`src/rtl/blk_thread_sched.sv`:
```
// blk_thread_sched
// Round-robin scheduler for the md5 block-creation stage. It tracks which
// threads are ready for their next block, and picks one at a time starting
// from the round-robin pointer. It issues a one-cycle start with the thread
// number and new-computation flag, then waits for blk_end before it picks
// again. Protocol violations raise a sticky err flag.
module blk_thread_sched #(
   parameter int N_THREADS     = 16,
   parameter int N_THREADS_MSB = $clog2(N_THREADS) - 1,
   parameter int WDOG_CYCLES   = 1023
) (
   input  logic                     CLK,
   input  logic                     rst_n,
   input  logic                     set_ready,
   input  logic [N_THREADS_MSB:0]   set_ready_num,
   input  logic                     set_new_comp,
   input  logic                     stall,
   input  logic                     blk_end,
   output logic                     start_en,
   output logic [N_THREADS_MSB:0]   start_thread_num,
   output logic                     start_new_comp,
   output logic                     busy,
   output logic [N_THREADS_MSB+1:0] n_ready,
   output logic                     err
);

   localparam int TW = N_THREADS_MSB + 1;           // thread number width
   localparam int CW = N_THREADS_MSB + 2;           // ready-count width
   localparam int WW = $clog2(WDOG_CYCLES + 1);     // watchdog width

   localparam logic [TW-1:0] LAST_THREAD = TW'(N_THREADS - 1);
   localparam logic [CW-1:0] THREAD_LIM  = CW'(N_THREADS);
   localparam logic [WW-1:0] WDOG_LAST   = WW'(WDOG_CYCLES - 1);

   typedef enum logic [1:0] {
      S_IDLE,
      S_ISSUE,
      S_WAIT_END
   } state_t;

   state_t               state;
   logic [N_THREADS-1:0] ready;
   logic [N_THREADS-1:0] new_comp;
   logic [TW-1:0]        rr;
   logic [WW-1:0]        wdog;

   logic [TW-1:0]        sel;
   logic                 sel_valid;
   logic                 issue;
   logic                 set_in_range;
   logic                 set_ok;
   logic                 set_err;
   logic [CW-1:0]        ready_cnt;

   // Classify an incoming set_ready as accepted or as a protocol error.
   always_comb begin
      // NOTE: every signal written here gets a default first, so no path leaves
      // it unassigned and no latch is inferred.
      set_in_range = ({1'b0, set_ready_num} < THREAD_LIM);
      set_ok       = 1'b0;
      set_err      = 1'b0;
      if (set_ready) begin
         if (!set_in_range || ready[set_ready_num]) set_err = 1'b1;
         else                                       set_ok  = 1'b1;
      end
   end

   // Pick the first ready thread at or after rr, wrapping past the last thread.
   // The scan runs from the farthest offset to the nearest, so the nearest ready
   // thread is the last one written and wins.
   always_comb begin
      int j;
      sel       = '0;
      sel_valid = 1'b0;
      for (int i = N_THREADS - 1; i >= 0; i--) begin
         j = int'(rr) + i;
         if (j >= N_THREADS) j = j - N_THREADS;
         if (ready[j[TW-1:0]]) begin
            sel       = j[TW-1:0];
            sel_valid = 1'b1;
         end
      end
      issue = (state == S_IDLE) && sel_valid && !stall;
   end

   // Population count of the ready bits; n_ready registers it.
   always_comb begin
      ready_cnt = '0;
      for (int i = 0; i < N_THREADS; i++) begin
         ready_cnt = ready_cnt + CW'(ready[i[TW-1:0]]);
      end
   end

   // Per-thread ready/new_comp bits and the registered ready count.
   always_ff @(posedge CLK or negedge rst_n) begin
      // NOTE: the ready bits are ordinary flops, not a RAM. An asynchronous reset
      // must clear them so that no pending thread survives a reset.
      if (!rst_n) begin
         ready    <= '0;
         new_comp <= '0;
         n_ready  <= '0;
      end else begin
         if (set_ok) begin
            ready[set_ready_num]    <= 1'b1;
            new_comp[set_ready_num] <= set_new_comp;
         end
         // Issuing a thread clears its ready bit. This comes after the set path,
         // so the clear wins in the same cycle.
         if (issue) ready[sel] <= 1'b0;
         n_ready <= ready_cnt;
      end
   end

   // Scheduler FSM with registered start/busy outputs, watchdog and sticky error.
   always_ff @(posedge CLK or negedge rst_n) begin
      // NOTE: state registers use non-blocking assignments only. Every flop then
      // samples pre-edge values, whatever order the always blocks run in.
      if (!rst_n) begin
         state            <= S_IDLE;
         start_en         <= 1'b0;
         start_thread_num <= '0;
         start_new_comp   <= 1'b0;
         busy             <= 1'b0;
         rr               <= '0;
         wdog             <= '0;
         err              <= 1'b0;
      end else begin
         if (set_err) err <= 1'b1;
         case (state)
            S_IDLE: begin
               start_en <= 1'b0;
               if (blk_end) err <= 1'b1;
               if (issue) begin
                  start_thread_num <= sel;
                  start_new_comp   <= new_comp[sel];
                  rr               <= (sel == LAST_THREAD) ? '0 : sel + 1'b1;
                  start_en         <= 1'b1;
                  busy             <= 1'b1;
                  state            <= S_ISSUE;
               end
            end
            S_ISSUE: begin
               start_en <= 1'b0;
               wdog     <= '0;
               if (blk_end) err <= 1'b1;
               state    <= S_WAIT_END;
            end
            S_WAIT_END: begin
               if (blk_end) begin
                  busy  <= 1'b0;
                  state <= S_IDLE;
               end else if (wdog == WDOG_LAST) begin
                  // The block never ended. Flag it and give up; the thread is not re-readied.
                  err   <= 1'b1;
                  busy  <= 1'b0;
                  state <= S_IDLE;
               end else begin
                  wdog <= wdog + 1'b1;
               end
            end
            default: begin
               start_en <= 1'b0;
               busy     <= 1'b0;
               state    <= S_IDLE;
            end
         endcase
      end
   end

endmodule

```
`config.mk`:
```
export PLATFORM = sky130hd
export DESIGN_NAME = blk_thread_sched
export DESIGN_NICKNAME = d
export VERILOG_FILES = /design/src/rtl/blk_thread_sched.sv
export SDC_FILE = /design/constraint.sdc
export NUM_CORES = 1
export LEC_CHECK = 0
export BUFFER_PORTS_ARGS = -buffer_cell sky130_fd_sc_hd__buf_2
export CELL_PAD_IN_SITES_DETAIL_PLACEMENT = 0
export CELL_PAD_IN_SITES_GLOBAL_PLACEMENT = 1
export CORE_UTILIZATION = 35
export CTS_CLUSTER_DIAMETER = 150
export CTS_CLUSTER_SIZE = 10
export DETAILED_ROUTE_END_ITERATION = 12
export PLACE_DENSITY_LB_ADDON = 0.05
export SETUP_SLACK_MARGIN = 0.15
export SYNTH_ARGS = -nofsm -noshare
export SYNTH_HDL_FRONTEND = slang
export SYNTH_SLANG_ARGS = --single-unit
export TNS_END_PERCENT = 20
```
`constraint.sdc`:
```
create_clock -name CLK -period 5.3 [get_ports CLK]
set_input_delay 1.06 -clock CLK [delete_from_list [all_inputs] [get_ports CLK]]
set_output_delay 1.06 -clock CLK [all_outputs]
set_load 0.005 [all_outputs]
```
Yosys cells after proc, flatten, opt, wreduce, memory -nomap -nowiden
Index checks and enable logic that the tools add are counted.
- register bits after elaboration: 61
- input port bits: 10
- output and inout bits: 13
- word-level logic and storage cells: 233
- $add $sub $neg: 48
- $lt $le $gt $ge: 36
- eq/ne operators: 8
- muxes and demuxes: 114
- bitwise logic cells: 4
- reductions and logical operators: 12
- operators by type and width (operator ; number):
    two-way mux 4 bit ; 33
    less-than comparator 4 x 5 -> 1 bit (second input constant) ; 18
    >= comparator 5 bit (second input constant) ; 15
    binary-select mux 1 bit (select 4 bit) ; 18
    subtractor 4 x 1 -> 4 bit (second input constant) ; 16
    adder 5 x 1 -> 5 bit ; 11
    two-way mux 1 bit ; 48
    adder 4 x 4 -> 5 bit (second input constant) ; 8
    two-way mux 16 bit ; 2
    adder 4 x 3 -> 5 bit (second input constant) ; 4
    two-way mux 10 bit ; 2
    case mux 10 bit (2 select lines) ; 1
    AND 16 bit ; 1
    bitwise mux 16 bit ; 1
    NOT 16 bit ; 1
    OR 16 bit ; 1
    adder 10 x 1 -> 10 bit (second input constant) ; 1
    adder 4 x 2 -> 5 bit (second input constant) ; 2
    == test 10 bit (second input constant) ; 1
    demux 1 bit (select 4 bit) ; 2
    >= comparator 4 x 1 -> 1 bit (second input constant) ; 2
    two-way mux 2 bit ; 3
    inequality test 2 bit (second input constant) ; 3
    case mux 2 bit (3 select lines) ; 1
    other kinds (21) ; 27

Longest topological paths before layout
- word-level depth: 28
- gate-level depth with buffers: 20

Worst setup path after synthesis
Ideal clock, no wire load.
- kind: flip-flop to flip-flop
- start point: register rr[1]
- end point: register start_new_comp
- library setup time: 0.141 ns
- data arrival time: 4.795 ns
- required time: 5.159 ns
- path slack: 0.364 ns
- cell stages (with the launch flop): 20
- path buffers: 6
- cells stage by stage: dfrtp_1 -> buf_2 -> buf_2 -> clkbuf_1 -> inv_1 -> ha_1 -> buf_6 -> buf_6 -> buf_6 -> mux2_1 -> mux4_2 -> mux2_4 -> a2111oi_4 -> a211oi_2 -> o41ai_4 -> a21oi_4 -> inv_4 -> mux4_2 -> o211ai_1 -> a31oi_1
- longest elaborated chain between the ends: 24
- elaborated cells between the ends (all ways): 132
- those cells by class: add/sub: 31; order compare: 16; mux: 82; reduce/logical: 3
- ends and longest elaborated chain (item ; line ; source):
    start: declaration ; 44 ; logic [TW-1:0] rr;
    start signal: assignment ; 136 ; rr <= (sel == LAST_THREAD) ? '0 : sel + 1'b1;
    parallel branches: the longest is 24 deep, another holds adder 4 x 4 -> 5 bit ; - ;
    end signal: assignment ; 135 ; start_new_comp <= new_comp[sel];
    end: declaration ; 21 ; output logic start_new_comp,
Parallel ways; which one is timed is not known. The select of a mux whose other input is x is not followed.
A chain may end at the register's enable or synchronous reset.

Worst setup path in the final report
Ends and elaborated chain as after synthesis.

==> out/results.txt <==
Fin. Hold Viols: 0
initial antenna violation count: 0
layout cells sized above 1: 0.244
final instance area: 0.00652 mm^2
Layout Skew: 0.00821 ns
largest net degree at the start of global routing: 62
achievable frequency: 211 MHz
Rel. slew slack: 0.351
critical path endpoint category: flop
Yosys top cell area share: 0.257
I/O pin count: 23
Worst-path clk slew: 0.06 ns
Nets: 641
Vert. Die Dim: 132 um
WL met1: 8220 um
largest cells by area after synthesis: dfrtp_1, mux4_2, mux2_2, mux2i_1, fa_1
ANT cells: 0
Sinks on Clock Net: 61
Top FF cell, synth: dfrtp_1
IO Port Bufs: 22
EDFF count, synth: 0
detailed-route DRC error count: 0
number of DRC markers in iteration 0: 295
GRT Total Usage: 0.209
HPWL after DPL: 13300 um
Slew Limit Fails: 0
Core ar.: 0.0166 mm^2
Distinct cells, synth: 67
Hold Path Class: reg -> reg
Site Rows: 47
Max Used Layer: met4
vias in the first global route: 4749
fin util: 0.393
max cap viols: 0
Yosys reg bits: 61
detailed-routed wire length on met3: 477 um
routed via count: 4883
worst-skew pair later-pin latency: 0.33 ns
Mapped Nets: 634
Area growth syn-to-layout: 9.75%
gp weighted congestion: 0.919
final worst-path cycle share: 0.896
grt ovf: 0
Post-synth top cells: dfrtp_1, nor2_1, mux2_2, nand2_1, mux2i_1
Worst-Margin Slew: 0.966 ns
RSZ-0062 raised after global routing: no
CTS tree: yes
outcome: finished clean
number of routed nets with antenna violations: 0
Setup Fix Bufs, Post-CTS: 0
yosys warns: 0
cts hold-fix bufs: 0
Avg Synthesized Cell Area: 9.92 um^2
CP Launch Type: flop
Routed WL: 17600 um
CP required: 5.50 ns
Die Area: 0.0175 mm^2
Post-Synthesis Cells: 599
clock buffer count from CTS: 9
WL/cell: 21.2 um
crit path time final: 4.75 ns
1st-pass router iterations: 5
Yosys top cell by area: dfrtp_1
final setup vio count: 0
Initial Util: 0.358
crit-path max FO: 26
CTS HTree Levels: 3
Placement Cell Area: 0.00624 mm^2
Netlist Area Pre-Place: 0.00594 mm^2
Synth async-reset ratio: 1.00
register area share after synthesis: 0.257
CTS Buffer Depth: 2
setup TNS: 0 ns
Arr. time, crit path: 4.95 ns
first-pass GRT wire length: 28200 um
clk root buf: clkbuf_16
top-count cell post-synth: dfrtp_1
Die W: 132 um
CP Class: reg -> reg
routed vias/inst: 5.88
met2 WL: 8400 um
post-cts gate resize count: 0
-- critical path: stages (launching register included) --
cell and delay [ns]:
dfrtp_1 0.37, buf_4 0.25, ha_1 0.34, xnor2_1 0.81
mux4_2 0.48, mux2i_1 0.53, a2111oi_4 0.06, a211oi_2 0.32
o41ai_4 0.13, a21oi_4 0.48, inv_4 0.08, mux4_2 0.45
o211ai_1 0.20, a31oi_1 0.10
-- per-stage QoR --
step | hold WS, ns | setup slack (ns) | instances
after CTS | 0.483 | 0.577 | 831
after floorplan | 0.460 | 0.364 | 599
after global placement | 0.459 | 0.583 | 815
final | 0.478 | 0.551 | 831
after detailed placement | 0.471 | 0.580 | 815
after global routing | 0.505 | 0.371 | 831
-- state kept, by name, indices dropped and copies added, names as in the netlist --
| signal | cells |
|---|---|
| ready | 16 |
| state | 2 |
| n_ready | 5 |
| start_en | 1 |
| rr | 4 |
| start_thread_num | 4 |
| err | 1 |
| busy | 1 |
| wdog | 10 |
| start_new_comp | 1 |
| new_comp | 16 |
-- area by class of cell --
cell class | instances | area, um^2
Timing Repair Buffer | 37 | 223
Clock buffer | 9 | 225
Tap cell | 220 | 275
Sequential cell | 61 | 1530
Multi-Input combinational cell | 465 | 4100
Inverter | 32 | 123
Fill cell | 1683 | 10100
Clock inverter | 7 | 51.3
-- final timing paths --
kind / startpoint / endpoint / slack, ns / depth (start not counted)
setup reg to reg: rr[1] / start_new_comp / 0.55 / 13
min in group asynchronous: rst_n / busy / 0.88 / 2
hold reg to reg: busy / busy / 0.48 / 1
max in group asynchronous: rst_n / n_ready[0] / 3.86 / 2
setup / recovery: rr[1] / start_new_comp / 0.55 / 13
hold / removal: busy / busy / 0.48 / 1
-- per-layer routing --
metal / vias up / global-route usage
met2: 121 / 0.333
met5: - / 0
met4: 0 / 0.0830
met3: 34 / 0.0173
met1: 2488 / 0.294
li1: 2240 / -
-- cells by family after synthesis --
family	after synthesis	share of synthesized area
simple gates	162	0.127
compound gates	130	0.160
mux	127	0.304
buf+inv	73	0.0546
flops	61	0.257
fa+ha+maj	25	0.0653
xor+xnor	21	0.0322
-- layout by cell type (no fill, tap or decap), types with 16 or more instances in the layout --
master,count
mux2i_1,42
buf_2,22
inv_1,30
a21oi_1,22
nand3_1,16
o22a_1,16
nand2_1,43
dfrtp_1,61
nor2_1,52
mux2_2,43
o21ai_0,29
mux4_2,36
Power is left out: the tool's default activity adds up to more than one toggle a clock period on the data nets, which glitch-free logic cannot reach.
